### config.mk
export PLATFORM = sky130hd
export DESIGN_NAME = instr_fetch_flat
export DESIGN_NICKNAME = d
export VERILOG_FILES = /design/src/rtl/ifetch_pkg.sv /design/src/rtl/instr_fetch_if.sv /design/src/rtl/ifetch_buf.sv /design/src/rtl/instr_fetch.sv /design/src/flat_wrapper.sv
export SDC_FILE = /design/constraint.sdc
export NUM_CORES = 1
export LEC_CHECK = 0
export CORE_UTILIZATION = 37
export CTS_CLUSTER_SIZE = 25
export DETAILED_ROUTE_END_ITERATION = 10
export PLACE_DENSITY = 0.84
export SYNTH_ARGS = -nofsm -noshare
export SYNTH_HDL_FRONTEND = slang
export SYNTH_HIERARCHICAL = 1
export SYNTH_SLANG_ARGS = --single-unit
### constraint.sdc
create_clock -name clk -period 2.7 [get_ports clk]
set_input_delay 0.27 -clock clk [delete_from_list [all_inputs] [get_ports clk]]
set_output_delay 0.27 -clock clk [all_outputs]
set_load 0.02 [all_outputs]
### src/rtl/ifetch_pkg.sv
// Shared types and sizing for the instruction fetch unit.
// Defining IFETCH_SKID_EN selects a two-entry fetch buffer; otherwise it holds one entry.
package ifetch_pkg;

`ifdef IFETCH_SKID_EN
    localparam int IFETCH_DEPTH = 2;
`else
    localparam int IFETCH_DEPTH = 1;
`endif

    typedef enum logic [1:0] {
        ST_IDLE    = 2'd0,
        ST_REQ     = 2'd1,
        ST_WAIT_PC = 2'd2,
        ST_FAULT   = 2'd3
    } fetch_state_t;

    typedef struct packed {
        logic [7:0] pc;
        logic [7:0] instr;
    } fetch_entry_t;

endpackage

### src/rtl/instr_fetch_if.sv
// Bundle of the PC counter, instruction memory, execute and decode signals around the fetch unit.
// master is the fetch unit's view; slave is the view of the surrounding blocks.
interface instr_fetch_if;
    logic [7:0] pcAddress;
    logic [1:0] pcFlags;
    logic       pcAdvance;
    logic       sigBranch;
    logic [7:0] adding;
    logic [7:0] imemAddr;
    logic       imemReq;
    logic [7:0] imemData;
    logic       imemAck;
    logic       brTaken;
    logic [7:0] brOffset;
    logic [7:0] instr;
    logic [7:0] instrPc;
    logic       instrValid;
    logic       decReady;
    logic       fault;

    modport master (
        input  pcAddress, pcFlags, imemData, imemAck, brTaken, brOffset, decReady,
        output pcAdvance, sigBranch, adding, imemAddr, imemReq, instr, instrPc, instrValid, fault
    );

    modport slave (
        output pcAddress, pcFlags, imemData, imemAck, brTaken, brOffset, decReady,
        input  pcAdvance, sigBranch, adding, imemAddr, imemReq, instr, instrPc, instrValid, fault
    );
endinterface

### src/rtl/ifetch_buf.sv
// Small FIFO between memory responses and decode: simultaneous push/pop, flush beats both.
module ifetch_buf #(
    parameter int DEPTH = 1,
    parameter int WIDTH = 16
) (
    input  logic             clk,
    input  logic             rst_n,
    input  logic             i_push,
    input  logic             i_pop,
    input  logic             i_flush,
    input  logic [WIDTH-1:0] i_data,
    output logic [WIDTH-1:0] o_data,
    output logic             o_full,
    output logic             o_empty
);
    localparam int PTR_W = (DEPTH > 1) ? $clog2(DEPTH) : 1;
    localparam int CNT_W = $clog2(DEPTH + 1);

    logic [WIDTH-1:0] r_mem [DEPTH];
    logic [PTR_W-1:0] r_wr_ptr;
    logic [PTR_W-1:0] r_rd_ptr;
    logic [CNT_W-1:0] r_count;
    logic             w_do_push;
    logic             w_do_pop;

    function automatic logic [PTR_W-1:0] ptr_inc(input logic [PTR_W-1:0] p);
        return (p == PTR_W'(DEPTH - 1)) ? '0 : p + PTR_W'(1);
    endfunction

    assign o_full    = (r_count == CNT_W'(DEPTH));
    assign o_empty   = (r_count == '0);
    assign w_do_push = i_push && (!o_full || i_pop);
    assign w_do_pop  = i_pop && !o_empty;

    always_comb begin
        o_data = r_mem[0];
        for (int i = 0; i < DEPTH; i++) begin
            if (r_rd_ptr == PTR_W'(i)) o_data = r_mem[i];
        end
    end

    always_ff @(posedge clk or negedge rst_n) begin
        if (!rst_n) begin
            for (int i = 0; i < DEPTH; i++) r_mem[i] <= '0;
            r_wr_ptr <= '0;
            r_rd_ptr <= '0;
            r_count  <= '0;
        end else if (i_flush) begin
            r_wr_ptr <= '0;
            r_rd_ptr <= '0;
            r_count  <= '0;
        end else begin
            for (int i = 0; i < DEPTH; i++) begin
                if (w_do_push && (r_wr_ptr == PTR_W'(i))) r_mem[i] <= i_data;
            end
            if (w_do_push) r_wr_ptr <= ptr_inc(r_wr_ptr);
            if (w_do_pop)  r_rd_ptr <= ptr_inc(r_rd_ptr);
            case ({w_do_push, w_do_pop})
                2'b10:   r_count <= r_count + CNT_W'(1);
                2'b01:   r_count <= r_count - CNT_W'(1);
                default: r_count <= r_count;
            endcase
        end
    end
endmodule

### src/rtl/instr_fetch.sv
// Instruction fetch: requests one instruction per PC, steers the PC counter on branches,
// buffers {pc, instr} for decode and latches a sticky fault on PC overflow (IFETCH_SKID_EN sizes the buffer).
module instr_fetch
    import ifetch_pkg::*;
(
    input  logic          clk,
    input  logic          reset,
    instr_fetch_if.master bus
);
    fetch_state_t r_state;
    logic         r_fault;
    logic         w_full;
    logic         w_empty;
    logic         w_br_take;
    logic         w_push;
    logic         w_pop;
    fetch_entry_t w_push_entry;
    fetch_entry_t w_head;
    logic         w_unused_flag;

    // Backward-branch flag carries no control meaning here.
    assign w_unused_flag = bus.pcFlags[0];

    // Gated by reset so that a branch pulse during reset cannot move the PC.
    assign w_br_take = bus.brTaken && reset && (r_state != ST_FAULT);
    assign w_push    = bus.imemReq && bus.imemAck && !w_br_take;
    assign w_pop     = !w_empty && bus.decReady;

    assign w_push_entry = '{pc: bus.pcAddress, instr: bus.imemData};

    assign bus.imemAddr   = bus.pcAddress;
    assign bus.imemReq    = (r_state == ST_REQ) && !w_full;
    assign bus.pcAdvance  = w_br_take || w_push;
    assign bus.sigBranch  = w_br_take;
    assign bus.adding     = w_br_take ? bus.brOffset : 8'h00;
    assign bus.instrValid = !w_empty;
    assign bus.instr      = w_head.instr;
    assign bus.instrPc    = w_head.pc;
    assign bus.fault      = r_fault;

    always_ff @(posedge clk or negedge reset) begin
        if (!reset) begin
            r_state <= ST_IDLE;
            r_fault <= 1'b0;
        end else begin
            case (r_state)
                ST_IDLE: begin
                    r_state <= w_br_take ? ST_WAIT_PC : ST_REQ;
                end
                ST_REQ: begin
                    if (w_br_take || w_push) r_state <= ST_WAIT_PC;
                end
                ST_WAIT_PC: begin
                    // The PC counter has just updated; its overflow flag is valid now.
                    if (w_br_take) begin
                        r_state <= ST_WAIT_PC;
                    end else if (bus.pcFlags[1]) begin
                        r_state <= ST_FAULT;
                        r_fault <= 1'b1;
                    end else begin
                        r_state <= ST_REQ;
                    end
                end
                ST_FAULT: begin
                    r_state <= ST_FAULT;
                end
                default: begin
                    r_state <= ST_IDLE;
                end
            endcase
        end
    end

    ifetch_buf #(
        .DEPTH (IFETCH_DEPTH),
        .WIDTH ($bits(fetch_entry_t))
    ) u_buf (
        .clk     (clk),
        .rst_n   (reset),
        .i_push  (w_push),
        .i_pop   (w_pop),
        .i_flush (w_br_take),
        .i_data  (w_push_entry),
        .o_data  (w_head),
        .o_full  (w_full),
        .o_empty (w_empty)
    );
endmodule
### src/flat_wrapper.sv
// flat-port wrapper written by rule: the top's interface ports become plain ports
module instr_fetch_flat import ifetch_pkg::*;
  (clk, reset, bus_pcAddress, bus_pcFlags, bus_imemData, bus_imemAck, bus_brTaken, bus_brOffset, bus_decReady, bus_pcAdvance, bus_sigBranch, bus_adding, bus_imemAddr, bus_imemReq, bus_instr, bus_instrPc, bus_instrValid, bus_fault);
  instr_fetch_if bus_i ();
  input  logic clk;
  input  logic reset;
  input wire logic [$bits(bus_i.pcAddress)-1:0] bus_pcAddress;
  input wire logic [$bits(bus_i.pcFlags)-1:0] bus_pcFlags;
  input wire logic [$bits(bus_i.imemData)-1:0] bus_imemData;
  input wire logic [$bits(bus_i.imemAck)-1:0] bus_imemAck;
  input wire logic [$bits(bus_i.brTaken)-1:0] bus_brTaken;
  input wire logic [$bits(bus_i.brOffset)-1:0] bus_brOffset;
  input wire logic [$bits(bus_i.decReady)-1:0] bus_decReady;
  output wire logic [$bits(bus_i.pcAdvance)-1:0] bus_pcAdvance;
  output wire logic [$bits(bus_i.sigBranch)-1:0] bus_sigBranch;
  output wire logic [$bits(bus_i.adding)-1:0] bus_adding;
  output wire logic [$bits(bus_i.imemAddr)-1:0] bus_imemAddr;
  output wire logic [$bits(bus_i.imemReq)-1:0] bus_imemReq;
  output wire logic [$bits(bus_i.instr)-1:0] bus_instr;
  output wire logic [$bits(bus_i.instrPc)-1:0] bus_instrPc;
  output wire logic [$bits(bus_i.instrValid)-1:0] bus_instrValid;
  output wire logic [$bits(bus_i.fault)-1:0] bus_fault;
  assign bus_i.pcAddress = bus_pcAddress;
  assign bus_i.pcFlags = bus_pcFlags;
  assign bus_i.imemData = bus_imemData;
  assign bus_i.imemAck = bus_imemAck;
  assign bus_i.brTaken = bus_brTaken;
  assign bus_i.brOffset = bus_brOffset;
  assign bus_i.decReady = bus_decReady;
  assign bus_pcAdvance = bus_i.pcAdvance;
  assign bus_sigBranch = bus_i.sigBranch;
  assign bus_adding = bus_i.adding;
  assign bus_imemAddr = bus_i.imemAddr;
  assign bus_imemReq = bus_i.imemReq;
  assign bus_instr = bus_i.instr;
  assign bus_instrPc = bus_i.instrPc;
  assign bus_instrValid = bus_i.instrValid;
  assign bus_fault = bus_i.fault;
  instr_fetch u_core (.clk(clk), .reset(reset), .bus(bus_i));
endmodule
==> results of run 1 <==
power groups by stage:
stage               Combinational, uW  Sequential (uW)  Clock (uW)
CTS                               838              520         244
global route                      878              537         257
finish                            829              518         237
global placement                  812              509           0
floorplan                         308              661           0
detailed placement                833              525           0
final timing paths:
check | startpoint | to | slack, ps
worst min-delay path | reset | u_core/u_buf/o_full | 370
max in group asynchronous | reset | u_core/r_state[1] | 2130
min in group clk | u_core/bus.fault | u_core/bus.fault | 480
worst min register to register | u_core/bus.fault | u_core/bus.fault | 480
worst max-delay path | u_core/r_state[0] | bus_sigBranch | 530
worst max register to register | u_core/r_state[1] | u_core/u_buf/o_data[1] | 710
synthesized netlist by cell type (all sizes together):
master	number	area [um^2]
dfrtp	20	500.5
mux2	16	180.2
buf	11	97.59
nor3b	9	113.9
nor2	5	18.77
inv	4	15.01
a21oi	2	10.01
nor2b	2	20.02
a21o	1	7.510
a22oi	1	7.510
a41o	1	10.01
and2	1	8.760
nand2	1	6.260
nand2b	1	6.260
nand3b	1	7.510
nor4b	1	8.760
metal layers:
layer / track usage (%) / vias to the layer above
li1: - / 377
met1: 18.78 / 379
met2: 34.15 / 46
met3: 4.444 / 2
met4: 5.128 / 0
met5: 0 / -
logic make-up (layout without fill, tap and decap cells):
| logic type | count (synthesis) | after routing |
|---|---|---|
| flops | 20 | 20 |
| buf+inv | 15 | 77 |
| compound gates | 5 | 5 |
| simple gates | 21 | 21 |
| mux | 16 | 16 |
worst max-delay path: stages (launching register included):
cell             delay (ps)
dfrtp_1                 430
and2_4                  230
nor2_1                  270
clkdlybuf4s50_1         680
cell usage in the layout (no fill, tap or decap):
| master | Yosys | routed |
|---|---|---|
| nor4b_1 | 1 | 1 |
| nand2_2 | 1 | 1 |
| a21o_1 | 1 | 1 |
| nor3b_4 | 1 | 1 |
| clkbuf_4 | 0 | 3 |
| nor3b_2 | 7 | 7 |
| nor3b_1 | 1 | 1 |
| a41o_1 | 1 | 1 |
| mux2_2 | 16 | 16 |
| nor2_1 | 5 | 5 |
| and2_4 | 1 | 1 |
| a21oi_1 | 2 | 2 |
| bufinv_16 | 0 | 1 |
| nor2b_1 | 1 | 1 |
| nand2b_1 | 1 | 1 |
| dfrtp_1 | 20 | 20 |
| nand3b_1 | 1 | 1 |
| nor2b_4 | 1 | 1 |
| clkdlybuf4s50_1 | 0 | 66 |
| a22oi_1 | 1 | 1 |
| buf_4 | 8 | 3 |
| inv_1 | 4 | 4 |
through the flow:
| step | std cells | utilization, % | total power, uW | instance area [um^2] |
|---|---|---|---|---|
| 2_1_floorplan | 77 | - | 968.6 | 1018 |
| 3_3_place_gp | 165 | 64.50 | 1321 | 1642 |
| 3_5_place_dp | 165 | 64.50 | 1358 | 1642 |
| 4_1_cts | 169 | 66.57 | 1601 | 1694 |
| 5_1_grt | 169 | 66.57 | 1672 | 1694 |
| 6_report | 169 | 66.57 | 1584 | 1694 |
sequential cells by signal, summed over array words and instances, names as in the netlist:
name / count
u_core/r_state: 2
u_core/u_buf/o_data: 16
u_core/u_buf/o_full: 1
u_core/bus.fault: 1
area by class of cell:
type / instances / area share [%]
Tap cell: 30 / 2.216
Clock inverter: 1 / 1.773
Multi-Input combinational cell: 42 / 23.93
Timing Repair Buffer: 69 / 40.33
Inverter: 4 / 0.8863
Sequential cell: 20 / 29.54
Clock buffer: 3 / 1.329
==> metrics.txt, run 1 <==
RSZ-0062 raised after global routing=no; CTS tree=built; final setup margin=529.7 ps; Synth warnings=6; Final min period=roughly 2200 ps; Reg clk slew, reported paths=110 ps; Slew @ Worst Pin=a little over 400 ps; routed wl met3=246 um; sequential fraction of the synthesis area=49.14%; Sum Neg Setup Slack=0 ps; # hold bufs at CTS=0; vias per inst=about 4.8; worst r2r path cells=5; Synth cell types=21; met2 routed WL=1286 um; Syn Inst Count=77; Critical Path RT=2430 ps; Clock Power Share=15.0%; Detailed Route WL=2403 um; post-CTS setup buffers=0; Fillers=200; Global Route Usage Sum=between 10% and 20%; Port Buffers=66; Post-CTS Resized=0; post-synthesis xor/xnor area fraction=0%; Die Y-Extent=54.47 um; final hold violation count=0; H-tree depth=1; sw frac=35.40%; Multi-input gate area=405.4 um^2; wire length per cell=around 14 um; router iterations before antenna repair=4; highest metal layer with signal wires=met4; Sequential Power Share=about a third; ANT cells=0; met1 WL=approximately 860 um; total grt overflow=0; Max-Cap Viols=0; worst setup path category=flop to primary output; initial antenna violation count=0; Setup WS pre-CTS=499.7 ps; mux contribution to synthesized area=around 18%; Leakage=0.0006829 uW; main combinational cell family by area after synthesis=simple AND/OR/NAND/NOR gates; Layout Skew=0.9174 ps; Mapped Nets=between 100 and 150; CTS Buf Count=3; crit start category=flop; CP endpoint kind=primary output; DP HPWL=1922 um; adder-cell area share of the yosys netlist=0%; via count=804; Setup-failing EPs final=0; Tcrit/Tclk final=about four fifths; IO Pins=around 70; Initial Utilization=about two fifths; vias in the first global route=865; crit-path max FO=11; FF+latch area=500.5 um^2; Slew Viols, Final=0; CTS Root Cell=clkbuf_4; peak supply drop=0.0006190 V; FMAX=0.4608 GHz; simple-gate share of the synthesized area=18.67%; first-pass GRT wire length=around 3700 um; largest net degree at the start of global routing=22; pwr/cell area=935.1 nW/um^2; DRC Markers=0; Int Pwr=1023 uW; Slew HR=between 70% and 80%; Hold Crit Class=primary input to asynchronous set/reset pin; nets=171; Compound-Gate Fraction of Synth Area=3.440%; P&R area growth vs syn=66.34%; clock sink count=20; Post-Synthesis Cell Area=1018 um^2; Max Root-Sink Buffers=2; antenna viol nets, final=0; syn avg cell area=13.23 um^2; die area=slightly below 3000 um^2; Combinational Power Share=52.3%; GP Congestion=0.6869; hold_ws=365.8 ps; CP arrival=1900 ps; Die X=between 50 and 60 um; status=completed; switching power=560.8 uW; CORE AREA=approximately 2500 um^2; row count=18; fraction of layout cells with a size suffix above 1=24.46%; worst skew pair latency=approximately 290 ps; Yosys reg bits=20; Iter 0 DRT Violations=1
(Power assumes the default switching activity.)
==> run 2, diff against run 1 <==
--- a/config.mk
+++ b/config.mk
@@ -5,10 +5,10 @@
 export SDC_FILE = /design/constraint.sdc
 export NUM_CORES = 1
 export LEC_CHECK = 0
-export CORE_UTILIZATION = 37
+export CORE_UTILIZATION = 35
 export CTS_CLUSTER_SIZE = 25
 export DETAILED_ROUTE_END_ITERATION = 10
-export PLACE_DENSITY = 0.84
+export PLACE_DENSITY = 0.8
 export SYNTH_ARGS = -nofsm -noshare
 export SYNTH_HDL_FRONTEND = slang
 export SYNTH_HIERARCHICAL = 1
==> constraint.sdc (replaced) <==
create_clock -name clk -period 2.3 [get_ports clk]
set_input_delay 0.23 -clock clk [delete_from_list [all_inputs] [get_ports clk]]
set_output_delay 0.23 -clock clk [all_outputs]
set_load 0.02 [all_outputs]
==> metrics.txt, run 2 (synthesis gave the netlist of run 1 again) <==
Critical Path RT=approximately 2100 ps; FMAX=0.4754 GHz; Slew @ Worst Pin=between 300 and 400 ps; Port Buffers=66; Max Root-Sink Buffers=2; crit-path max FO=11; vias in the first global route=860; Max-Cap Viols=0; hold_ws=about 330 ps; DRC Markers=0; IO Pins=68; Iter 0 DRT Violations=11; fraction of layout cells with a size suffix above 1=24.46%; RSZ-0062 raised after global routing=no; Setup WS pre-CTS=about 210 ps; CP endpoint kind=primary output; Die X=between 50 and 60 um; Hold Crit Class=primary input to asynchronous set/reset pin; Slew HR=73.47%; initial antenna violation count=0; CTS Buf Count=3; CTS tree=built; vias per inst=4.718; Leakage=0.0006787 uW; antenna viol nets, final=0; crit start category=flop; Tcrit/Tclk final=roughly 91%; DP HPWL=1728 um; number of flip-flops in the largest register=16; Reg clk slew, reported paths=110 ps; P&R area growth vs syn=66.09%; status=completed; Sum Neg Setup Slack=0 ps; CORE AREA=2758 um^2; Layout Skew=1.705 ps; worst skew pair latency=290 ps; # hold bufs at CTS=0; die area=3130 um^2; Setup-failing EPs final=0; CP arrival=1870 ps; pwr/cell area=1042 nW/um^2; largest net degree at the start of global routing=22; first-pass GRT wire length=3822 um; Final min period=2104 ps; nets=171; Slew Viols, Final=0; final hold violation count=0; GP Congestion=0.6816; via count=802; Post-DP Area=1655 um^2; total grt overflow=0; ANT cells=0; post-CTS setup buffers=0; worst setup path category=flop to primary output; Detailed Route WL=2178 um; commonest non-fill, non-tap cells in the layout=clkdlybuf4s50_1 (66), dfrtp_1 (20), mux2_2 (16); Post-CTS Resized=0; router iterations before antenna repair=3; Die Y-Extent=around 56 um; row count=19; Global Route Usage Sum=between 10% and 20%; H-tree depth=1; Initial Utilization=36.93%; wire length per cell=12.81 um; clock sink count=20; peak supply drop=0.0008854 V; Post-Layout Inst Area=between 1500 and 2000 um^2; leading cell type in the layout, fill and taps excluded=clkdlybuf4s50_1; final setup margin=196.3 ps; CTS Root Cell=clkbuf_4
[run 2: path summary, 6_finish.rpt]
path	startpoint	to	slack (ps)	depth (start not counted)
max	u_core/r_state[0]	bus_sigBranch	200	3
min	reset	u_core/u_buf/o_data[8]	330	2
max reg2reg	u_core/r_state[1]	u_core/u_buf/o_data[14]	430	5
min reg2reg	u_core/bus.fault	u_core/bus.fault	480	1
max in group asynchronous	reset	u_core/r_state[0]	1760	2
min in group clk	u_core/bus.fault	u_core/bus.fault	480	1
[run 2: layout make-up]
cell class / instances / area [um^2]
Inverter: 4 / 15.01
Timing Repair Buffer: 69 / 695.7
Sequential cell: 20 / 500.5
Clock buffer: 4 / 36.28
Fill cell: 245 / 1066
Tap cell: 31 / 38.79
Multi-Input combinational cell: 42 / 405.4
[run 2: critical path: stages (launching register included)]
cell,delay [ps]
dfrtp_1,430
and2_4,230
nor2_1,250
clkdlybuf4s50_1,670
[run 2: per-layer routing]
layer	wire (um)	global-route usage [%]
met1	865	17.65
met5	0	0
met3	252	5.116
met2	1043	26.68
met4	17	5.226
[run 2: report_power, final]
part,internal [uW],switching [uW],total (uW)
Combinational,519,447,966
Sequential,510,87.2,597
Clock,96.4,103,199
Total,1130,637,1760
[run 2: metrics by stage]
| step | util, % | instances | power (uW) |
|---|---|---|---|
| floorplan | - | 77 | 1137 |
| global placement | 60.03 | 166 | 1557 |
| detailed placement | 60.03 | 166 | 1579 |
| CTS | 61.34 | 170 | 1789 |
| global route | 61.34 | 170 | 1865 |
| finish | 61.34 | 170 | 1762 |
==> run 3, diff against run 2 <==
--- a/config.mk
+++ b/config.mk
@@ -13,3 +13,4 @@
 export SYNTH_HDL_FRONTEND = slang
 export SYNTH_HIERARCHICAL = 1
 export SYNTH_SLANG_ARGS = --single-unit
+export TNS_END_PERCENT = 5
==> results of run 3 <==
No change in the layout: final DEF, timing and power equal those of run 2.
